## src/rtl/video_timing_pkg.sv

```systemverilog
`default_nettype none
// ============================================================================
//  Module      : video_timing_pkg
//  Description : Shared raster constants for the video pipeline. Holds the
//                default 640x480@60 timing, the derived line/frame totals,
//                the sync bundle type that travels through the alignment
//                stage, and a small window-decode helper.
//                Used by video_timing and video_generator.
//  Ports       : none (package)
//  Revision    : 1.0 - initial release
// ============================================================================
package video_timing_pkg;

  // Counter widths: 10 bits covers totals up to 1024 pixels/lines.
  localparam int CNT_W = 10;
  localparam int FC_W  = 8;

  // Default horizontal timing, in pixels.
  localparam int DEFAULT_H_ACTIVE = 640;
  localparam int DEFAULT_H_FRONT  = 16;
  localparam int DEFAULT_H_SYNC   = 96;
  localparam int DEFAULT_H_BACK   = 48;

  // Default vertical timing, in lines.
  localparam int DEFAULT_V_ACTIVE = 480;
  localparam int DEFAULT_V_FRONT  = 10;
  localparam int DEFAULT_V_SYNC   = 2;
  localparam int DEFAULT_V_BACK   = 33;

  // Default sync polarity: 0 = active-low.
  localparam bit DEFAULT_SYNC_POL = 1'b0;

  // Derived totals for the default timing (800 x 525).
  localparam int H_TOTAL = DEFAULT_H_ACTIVE + DEFAULT_H_FRONT
                         + DEFAULT_H_SYNC   + DEFAULT_H_BACK;
  localparam int V_TOTAL = DEFAULT_V_ACTIVE + DEFAULT_V_FRONT
                         + DEFAULT_V_SYNC   + DEFAULT_V_BACK;

  // Per-pixel control bundle that is delayed alongside the colour data.
  typedef struct packed {
    logic de;
    logic hsync;
    logic vsync;
  } sync_t;

  // Half-open window test: lo <= pos < hi, all unsigned.
  function automatic logic in_window(
    input logic [CNT_W-1:0] pos,
    input logic [CNT_W-1:0] lo,
    input logic [CNT_W-1:0] hi
  );
    return (pos >= lo) && (pos < hi);
  endfunction

endpackage
`default_nettype wire

```

## src/rtl/video_sync_align.sv

```systemverilog
`default_nettype none
// ============================================================================
//  Module      : video_sync_align
//  Description : Fixed-latency delay line for the control bundle so that
//                de/hsync/vsync line up with the registered colour stage.
//  Ports       : clk       - pixel clock
//                rst_n     - asynchronous active-low reset
//                din       - undelayed bundle
//                dout      - bundle delayed by DEPTH cycles
//  Revision    : 1.0 - initial release
// ============================================================================
module video_sync_align #(
  parameter int               WIDTH     = 3,
  parameter int               DEPTH     = 1,
  parameter logic [WIDTH-1:0] RESET_VAL = '0
) (
  input  logic             clk,
  input  logic             rst_n,
  input  logic [WIDTH-1:0] din,
  output logic [WIDTH-1:0] dout
);

  generate
    if (DEPTH == 0) begin : g_bypass
      assign dout = din;
    end else begin : g_pipe
      logic [WIDTH-1:0] r_stage [DEPTH];

      // Reset loads the idle value so the sync outputs sit inactive
      // rather than asserted while the raster is held.
      always_ff @(posedge clk or negedge rst_n) begin
        if (!rst_n) begin
          for (int i = 0; i < DEPTH; i++) begin
            r_stage[i] <= RESET_VAL;
          end
        end else begin
          r_stage[0] <= din;
          for (int i = 1; i < DEPTH; i++) begin
            r_stage[i] <= r_stage[i-1];
          end
        end
      end

      assign dout = r_stage[DEPTH-1];
    end
  endgenerate

endmodule
`default_nettype wire

```

## src/rtl/video_timing.sv

```systemverilog
`default_nettype none
// ============================================================================
//  Module      : video_timing
//  Description : Raster timing generator. Free-running horizontal/vertical
//                counters, zero-latency de/hsync/vsync decode, one-cycle
//                aligned copies, line/frame start pulses and a frame counter.
//  Ports       : pixel_clk    - pixel clock, rising-edge active
//                reset_n      - asynchronous active-low reset
//                counterX     - horizontal position 0..H_TOTAL-1
//                counterY     - vertical position 0..V_TOTAL-1
//                de           - active video at (counterX, counterY)
//                hsync/vsync  - sync at SYNC_POL level when active
//                de_d/hsync_d/vsync_d - same, delayed one cycle
//                line_start   - high while counterX == 0
//                frame_start  - high while counterX == 0 and counterY == 0
//                frame_count  - completed frames, modulo 256
//  Revision    : 1.0 - initial release
// ============================================================================
module video_timing
  import video_timing_pkg::*;
#(
  parameter int H_ACTIVE = DEFAULT_H_ACTIVE,
  parameter int H_FRONT  = DEFAULT_H_FRONT,
  parameter int H_SYNC   = DEFAULT_H_SYNC,
  parameter int H_BACK   = DEFAULT_H_BACK,
  parameter int V_ACTIVE = DEFAULT_V_ACTIVE,
  parameter int V_FRONT  = DEFAULT_V_FRONT,
  parameter int V_SYNC   = DEFAULT_V_SYNC,
  parameter int V_BACK   = DEFAULT_V_BACK,
  parameter bit SYNC_POL = DEFAULT_SYNC_POL
) (
  input  logic             pixel_clk,
  input  logic             reset_n,
  output logic [CNT_W-1:0] counterX,
  output logic [CNT_W-1:0] counterY,
  output logic             de,
  output logic             hsync,
  output logic             vsync,
  output logic             de_d,
  output logic             hsync_d,
  output logic             vsync_d,
  output logic             line_start,
  output logic             frame_start,
  output logic [FC_W-1:0]  frame_count
);

  // --------------------------------------------------------------------------
  // Timing constants, all reduced to the counter width once here so every
  // compare below is a plain unsigned 10-bit compare.
  // --------------------------------------------------------------------------
  localparam int c_h_total = H_ACTIVE + H_FRONT + H_SYNC + H_BACK;
  localparam int c_v_total = V_ACTIVE + V_FRONT + V_SYNC + V_BACK;

  localparam logic [CNT_W-1:0] c_h_last     = CNT_W'(c_h_total - 1);
  localparam logic [CNT_W-1:0] c_v_last     = CNT_W'(c_v_total - 1);
  localparam logic [CNT_W-1:0] c_h_active   = CNT_W'(H_ACTIVE);
  localparam logic [CNT_W-1:0] c_v_active   = CNT_W'(V_ACTIVE);
  localparam logic [CNT_W-1:0] c_hs_start   = CNT_W'(H_ACTIVE + H_FRONT);
  localparam logic [CNT_W-1:0] c_hs_end     = CNT_W'(H_ACTIVE + H_FRONT + H_SYNC);
  localparam logic [CNT_W-1:0] c_vs_start   = CNT_W'(V_ACTIVE + V_FRONT);
  localparam logic [CNT_W-1:0] c_vs_end     = CNT_W'(V_ACTIVE + V_FRONT + V_SYNC);

  // Idle bundle: no active video, both syncs at their inactive level.
  localparam logic [$bits(sync_t)-1:0] c_sync_idle = {1'b0, ~SYNC_POL, ~SYNC_POL};

  // --------------------------------------------------------------------------
  // Raster counters
  // --------------------------------------------------------------------------
  logic [CNT_W-1:0] r_x;
  logic [CNT_W-1:0] r_y;
  logic [FC_W-1:0]  r_frame_count;

  logic w_x_last;
  logic w_y_last;

  assign w_x_last = (r_x == c_h_last);
  assign w_y_last = (r_y == c_v_last);

  // Wrap is decided by equality with the last index, so the counters can
  // never step past the total even for non-power-of-two geometries.
  always_ff @(posedge pixel_clk or negedge reset_n) begin
    if (!reset_n) begin
      r_x           <= '0;
      r_y           <= '0;
      r_frame_count <= '0;
    end else begin
      if (w_x_last) begin
        r_x <= '0;
        if (w_y_last) begin
          r_y           <= '0;
          r_frame_count <= r_frame_count + FC_W'(1);
        end else begin
          r_y <= r_y + CNT_W'(1);
        end
      end else begin
        r_x <= r_x + CNT_W'(1);
      end
    end
  end

  // --------------------------------------------------------------------------
  // Zero-latency decode from the counter registers
  // --------------------------------------------------------------------------
  logic w_de;
  logic w_hs_act;
  logic w_vs_act;

  assign w_de     = (r_x < c_h_active) && (r_y < c_v_active);
  assign w_hs_act = in_window(r_x, c_hs_start, c_hs_end);
  // vsync depends only on the line number, so it spans whole lines.
  assign w_vs_act = in_window(r_y, c_vs_start, c_vs_end);

  sync_t w_sync_now;
  sync_t w_sync_dly;

  always_comb begin
    w_sync_now       = '0;
    w_sync_now.de    = w_de;
    w_sync_now.hsync = w_hs_act ? SYNC_POL : ~SYNC_POL;
    w_sync_now.vsync = w_vs_act ? SYNC_POL : ~SYNC_POL;
  end

  // --------------------------------------------------------------------------
  // One-cycle alignment with the downstream colour register
  // --------------------------------------------------------------------------
  video_sync_align #(
    .WIDTH     ($bits(sync_t)),
    .DEPTH     (1),
    .RESET_VAL (c_sync_idle)
  ) u_sync_align (
    .clk   (pixel_clk),
    .rst_n (reset_n),
    .din   (w_sync_now),
    .dout  (w_sync_dly)
  );

  // --------------------------------------------------------------------------
  // Outputs
  // --------------------------------------------------------------------------
  assign counterX    = r_x;
  assign counterY    = r_y;
  assign frame_count = r_frame_count;

  assign de          = w_sync_now.de;
  assign hsync       = w_sync_now.hsync;
  assign vsync       = w_sync_now.vsync;

  assign de_d        = w_sync_dly.de;
  assign hsync_d     = w_sync_dly.hsync;
  assign vsync_d     = w_sync_dly.vsync;

  assign line_start  = (r_x == '0);
  assign frame_start = (r_x == '0) && (r_y == '0);

endmodule
`default_nettype wire
```

## config.mk

```make
export PLATFORM = sky130hd
export DESIGN_NAME = video_timing
export DESIGN_NICKNAME = d
export VERILOG_FILES = /design/src/rtl/video_timing_pkg.sv /design/src/rtl/video_sync_align.sv /design/src/rtl/video_timing.sv
export SDC_FILE = /design/constraint.sdc
export NUM_CORES = 1
export LEC_CHECK = 0
export BUFFER_PORTS_ARGS = -buffer_cell sky130_fd_sc_hd__buf_2
export CAP_MARGIN = 10
export CELL_PAD_IN_SITES_DETAIL_PLACEMENT = 1
export CELL_PAD_IN_SITES_GLOBAL_PLACEMENT = 1
export CORE_ASPECT_RATIO = 0.6
export CORE_UTILIZATION = 36
export DETAILED_ROUTE_END_ITERATION = 8
export HOLD_SLACK_MARGIN = 0.1
export PLACE_DENSITY = 0.75
export SYNTH_ARGS = -nofsm -noshare
export SYNTH_HDL_FRONTEND = slang
export SYNTH_SLANG_ARGS = --single-unit
```

## constraint.sdc

```tcl
create_clock -name pixel_clk -period 5.8 [get_ports pixel_clk]
set_input_delay 0 -clock pixel_clk [delete_from_list [all_inputs] [get_ports pixel_clk]]
set_output_delay 0 -clock pixel_clk [all_outputs]
set_load 0.03 [all_outputs]
```

# Word-level counts from Yosys, hierarchy flattened
# Cells that the tools add are included.
dict set report totals {
  ff_bits 31
  latch_bits 0
  mem_bits_rw 0
  mem_bits_ro 0
  output_inout_bits 36
  word_cells 26
  mem_count 0
}
dict set report classes {
  n_addsub 3
  mul 0
  n_div 0
  order_cmp 6
  n_eq_ne 2
  n_shift 0
  muxes 4
  bitwise_logic 0
  reduce_logical 7
}
# cell n
set op_table {}
lappend op_table {{10-bit by 1-bit adder with 10-bit output, second input constant} 2}
lappend op_table {{10-bit equality test, second input constant} 2}
lappend op_table {{10-bit zero test} 2}
lappend op_table {{10-bit < comparator, second input constant} 2}
lappend op_table {{10-bit by 9-bit < comparator with 1-bit output, second input constant} 2}
lappend op_table {{10-bit two-way mux} 2}
lappend op_table {{10-bit greater-or-equal comparator, second input constant} 1}
lappend op_table {{10-bit by 9-bit greater-or-equal comparator with 1-bit output, second input constant} 1}
lappend op_table {{8-bit by 1-bit adder with 8-bit output, second input constant} 1}
lappend op_table {{1-bit logical AND} 4}
lappend op_table {{1-bit two-way mux} 2}
lappend op_table {{2-bit AND reduction} 1}

# Depth between registers and ports, before layout
dict set report depth {
  ltp_word 3
  mapped_depth 6
}

# By module
# Synthesis repeated with hierarchy kept, for this count alone.
dict set report unflattened {
  hier_cells 154
  hier_area_um2 1604.0
}
# module instances cells_each area_per_inst_um2 seq_area_each_um2
set by_module_without_submodules {}
lappend by_module_without_submodules {video_timing 1 151 1526.5 700.7}
lappend by_module_without_submodules {video_sync_align 1 3 77.6 77.6}

# Least setup slack after synthesis
# No wires, ideal clock.
dict set report synth_timing {
  kind {reg-to-output}
  start {register r_x[4], in the netlist counterX[4]}
  end {output port frame_start}
  t_arrival_ns 2.622
  required_time_ns 5.800
  path_slack_ns 3.178
  stages_incl_launch_ff 4
  path_buffers 0
  cell_sequence {dfrtp_1 -> or4_1 -> nor4_1 -> and4_1}
}
dict set report synth_via {
  elab_chain_len 2
}
# element line
set synth_rtl {}
lappend synth_rtl {{start: declaration} video_timing.sv:69} ;# logic [CNT_W-1:0] r_x;
lappend synth_rtl {{start signal: assignment} video_timing.sv:96} ;# r_x <= r_x + CNT_W'(1);
lappend synth_rtl {{10-bit zero test} n/a}
lappend synth_rtl {{net line_start} video_timing.sv:42} ;# output logic line_start,
lappend synth_rtl {{1-bit logical AND} video_timing.sv:153} ;# assign frame_start = (r_x == '0) && (r_y == '0);
lappend synth_rtl {{end: declaration} video_timing.sv:43} ;# output logic frame_start,
# The timed path passes the listed nets, and every way through them passes these cells.

# Final worst setup path
dict set report layout_timing {
  start {register r_x[0], in the netlist counterX[0]}
  end {register r_x[9], in the netlist counterX[9]}
}
dict set report layout_via {
  elab_chain_len 2
  word_cells_on_any_way 3
  cone_classes {add/sub (1); eq/ne (1); mux (1)}
}
# element line
set layout_rtl {}
lappend layout_rtl {{10-bit by 1-bit adder with 10-bit output / 10-bit equality test (equally long branches)} {video_timing.sv:96, video_timing.sv:76}}
lappend layout_rtl {{10-bit two-way mux *} video_timing.sv:87} ;# if (w_x_last) begin
# Mark *: on every way between the ends. The rest lies on a longest branch, timed or not.
# A chain may end at the register's enable or synchronous reset.

==> results.rst <==
.. list-table::
   :header-rows: 1

   * - Metric
     - Value
   * - Kind of cell with the highest combined delay on the critical path
     - simple AND/OR/NAND/NOR gates
   * - Drt initial violations
     - 46
   * - Critical Path RT
     - 5.97 ns
   * - Maximum Capacitance Violations
     - 0
   * - Minimum clock period
     - 2.26 ns
   * - Number of buffers between clock root and the deepest sink
     - 2
   * - Standard-cell rows
     - 18
   * - Horizontal extent of the die
     - 87.4 um
   * - Hold Fails Final Rpt
     - 0
   * - Switching power
     - 0.0810 mW
   * - Cells after Synth
     - 147
   * - Area share of the leading cell type in the synthesized netlist
     - 0.461
   * - Layout Skew
     - 0.00382 ns
   * - Routed wire length
     - 3920 um
   * - Clock latency on the worst-skew pair
     - 0.28 ns
   * - Fraction of power consumed by sequential logic
     - 0.566
   * - Final-layout fill cell count
     - 483
   * - Average instance area after synthesis
     - 10.7 um^2
   * - Final routed wire length divided by cell count
     - 15.7 um
   * - Data arrival time of the critical path
     - 2.42 ns
   * - Global-route wire length before repair
     - 6370 um
   * - Warning count from the yosys run
     - 0
   * - PwrDens
     - 200 nW/um^2
   * - RSZ-0062 raised after global routing
     - no
   * - Startpoint type of the worst setup path
     - flop
   * - Starting density of the core
     - 0.380
   * - Crit-path max FO
     - 8
   * - Sink count of the clock tree
     - 31
   * - Synthesized Nets
     - 154
   * - Worst Hold Class
     - in2async
   * - Distinct cell type count of the synthesized netlist
     - 33
   * - Detailed-route vias per instance
     - 5.09
   * - Worst r2r dst
     - counterX[9]
   * - Number of nets with antenna violations after routing
     - 0
   * - Vias
     - 1272
   * - Least-Margin Pin Slew
     - 0.862 ns
   * - Capturing element type of the critical path
     - flop
   * - Sequential share of the synthesized area
     - 0.494
   * - Most common library cell in the layout ignoring fill and taps
     - sky130_fd_sc_hd__buf_2
   * - Post-placement worst setup slack
     - 3.58 ns
   * - CP cell instances
     - ha_1 > nand3_2 > nor3_1 > o21ai_0 > a22o_1
   * - Area of the mapped netlist
     - 1570 um^2
   * - Slowest Stage Delay on Critical Path
     - 0.75 ns
   * - Initial antenna violation count
     - 0
   * - Diodes inserted
     - 0
   * - Largest area contributor in the netlist
     - sky130_fd_sc_hd__dfrtp_1
   * - Floorplan die area
     - 4650 um^2
   * - Total leakage power
     - 0.920 nW
   * - CTS tree
     - built
   * - Share of the clock period used by the worst path after layout
     - 0.389
   * - Setup violators final
     - 0
   * - Number of buffers and inverters on the critical path
     - 0
   * - Final net count
     - 196
   * - Level count of the clock H-tree
     - 2
   * - Category of the critical setup timing path
     - reg2reg
   * - Total of flip-flops plus latches after synthesis
     - 31
   * - Post-CTS setup buffer count
     - 0
   * - Global-route usage over all layers
     - 0.188
   * - Global route overflow
     - 0
   * - Vias in the first global route
     - 1251
   * - Reg-to-reg startpoint
     - counterX[0]
   * - Root buffer cell
     - sky130_fd_sc_hd__clkbuf_8
   * - Relative max-transition margin
     - 0.421
   * - Portion of total power attributed to the clock network
     - 0.421
   * - Total Negative Setup Slacks
     - 0 ns
   * - Slowest CP cell
     - sky130_fd_sc_hd__nor3_1
   * - DR pass1 iterations
     - 4
   * - Floorplan core area
     - 4140 um^2
   * - Vertical die dimension
     - 53.2 um
   * - Logic pwr share
     - 0.013
   * - Reg-to-reg slack, setup
     - 3.54 ns
   * - Fraction of final layout cells sized beyond drive strength 1
     - 0.274
   * - Routability Congestion
     - 0.795
   * - Number of buffers created by CTS
     - 5
   * - Worst IR Drop VDD
     - 0.0000744 V
   * - Maximum frequency from static timing analysis
     - 0.443 GHz
   * - Number of I/O port buffers
     - 37
   * - Clk pin slew, worst setup/hold paths
     - 0.06 ns
   * - Internal portion of total power
     - 0.301 mW
   * - Most used cells in the layout excluding fill and tap cells
     - 37 x sky130_fd_sc_hd__buf_2, 29 x sky130_fd_sc_hd__dfrtp_1, 12 x sky130_fd_sc_hd__nand3_1, 11 x sky130_fd_sc_hd__nor2_1
   * - Area added between synthesis and finish
     - 21.1%
   * - Max-slew violation total from the final report
     - 0
   * - IO Pins
     - 38
   * - Largest cells by area after synthesis
     - sky130_fd_sc_hd__dfrtp_1 46%, sky130_fd_sc_hd__xnor2_1 5.6%, sky130_fd_sc_hd__xor2_1 5.6%, sky130_fd_sc_hd__ha_1 4.0%, sky130_fd_sc_hd__nand3_1 3.8%
   * - Remaining DRCs
     - 0
   * - Placed wire-length estimate
     - 2950 um
   * - Result of the run
     - complete, no violations
   * - Timing startpoint of the critical path
     - counterX[0]
   * - Switch share
     - 0.212
   * - Maximum number of pins on one net before global-route repair
     - 32
   * - Count of cells along the worst register-to-register path
     - 5
   * - Final worst slack
     - 3.54 ns
## power by group through the flow
stage / sequential [mW] / combinational, mW / clock [mW]
floorplan: 0.220 / 0.000000304 / 0
global placement: 0.220 / 0.00459 / 0
detailed placement: 0.220 / 0.00496 / 0
CTS: 0.216 / 0.00530 / 0.167
global route: 0.216 / 0.00589 / 0.176
finish: 0.216 / 0.00491 / 0.161
## metal layers
layer  vias to the layer above  part of all wire  global-route usage
met3                         5             0.034              0.0468
met4                         0            0.0084              0.0656
met2                        23              0.43               0.275
li1                        607                 -                   -
met1                       637              0.53               0.269
met5                         -                 0                   0
## worst max path at each step
stage	depth (start not counted)	slack [ns]	endpoint
after floorplan	3	3.18	frame_start
after global placement	5	3.70	frame_count[1]
after detailed placement	5	3.58	counterX[9]
after CTS	4	3.54	frame_start
after global routing	5	3.39	counterX[9]
final	5	3.54	counterX[9]
## flip-flops by register name, indices dropped and copies added, names as in the netlist
register           cells
counterX              10
counterY              10
frame_count            8
u_sync_align.dout      3
## worst register-to-register path: cells and delay by family, from the launching register on
| family | cells | cell delay [ns] |
|---|---|---|
| compound gates | 2 | 0.49 |
| fa+ha+maj | 1 | 0.29 |
| flops | 1 | 0.44 |
| simple gates | 2 | 0.92 |
## cell usage after synthesis, drive strengths merged
master    n
nor2b     3
and3      4
nor3      6
clkbuf    1
nand3    13
a22o      1
and2      2
dfrtp    29
dfstp     2
o21a      2
nand4     7
or3       2
nand4bb   1
ha        5
o21ai     4
mux2      1
and4      1
o31ai     2
xor2     10
nand2     6
inv       8
or4       2
xnor2    10
nand2b    1
o221ai    1
nor4      9
nor2     12
buf       2
## per-stage QoR
stage / utilization / instance area (um^2) / cells / hold slack [ns] / total power, mW
3_3_place_gp: 0.438 / 1810 / 241 / 0.0789 / 0.225
5_1_grt: 0.460 / 1910 / 250 / 0.379 / 0.398
6_report: 0.460 / 1910 / 250 / 0.312 / 0.382
3_5_place_dp: 0.438 / 1810 / 241 / 0.105 / 0.225
2_1_floorplan: - / 1570 / 147 / -0.296 / 0.220
4_1_cts: 0.460 / 1910 / 250 / 0.331 / 0.388
## logic make-up after synthesis
| group | synth area share |
|---|---|
| and+or+nand+nor | 0.273 |
| DFF | 0.494 |
| xor gates and xnor gates | 0.111 |
| buffers and inverters | 0.0318 |
| AOI/OAI and AO/OA | 0.0429 |
| adders and majority gates | 0.0397 |
| muxes | 0.00715 |
## cell type report
type / instances / area (um^2) / area share
Sequential cell: 31 / 778 / 0.408
Inverter: 8 / 30.0 / 0.0158
Multi-Input combinational cell: 105 / 746 / 0.391
Clock buffer: 7 / 76.3 / 0.0401
Timing Repair Buffer: 38 / 195 / 0.102
Clock inverter: 1 / 5.00 / 0.00263
Tap cell: 60 / 75.1 / 0.0394
## what timing repair did
item,in CTS,in global routing
endpoints found under the setup margin,0,0
gates resized for setup,0,0
hold buffers,1,0
endpoints found under the hold margin,29,0
No activity file was read; power rests on OpenSTA's default activity.
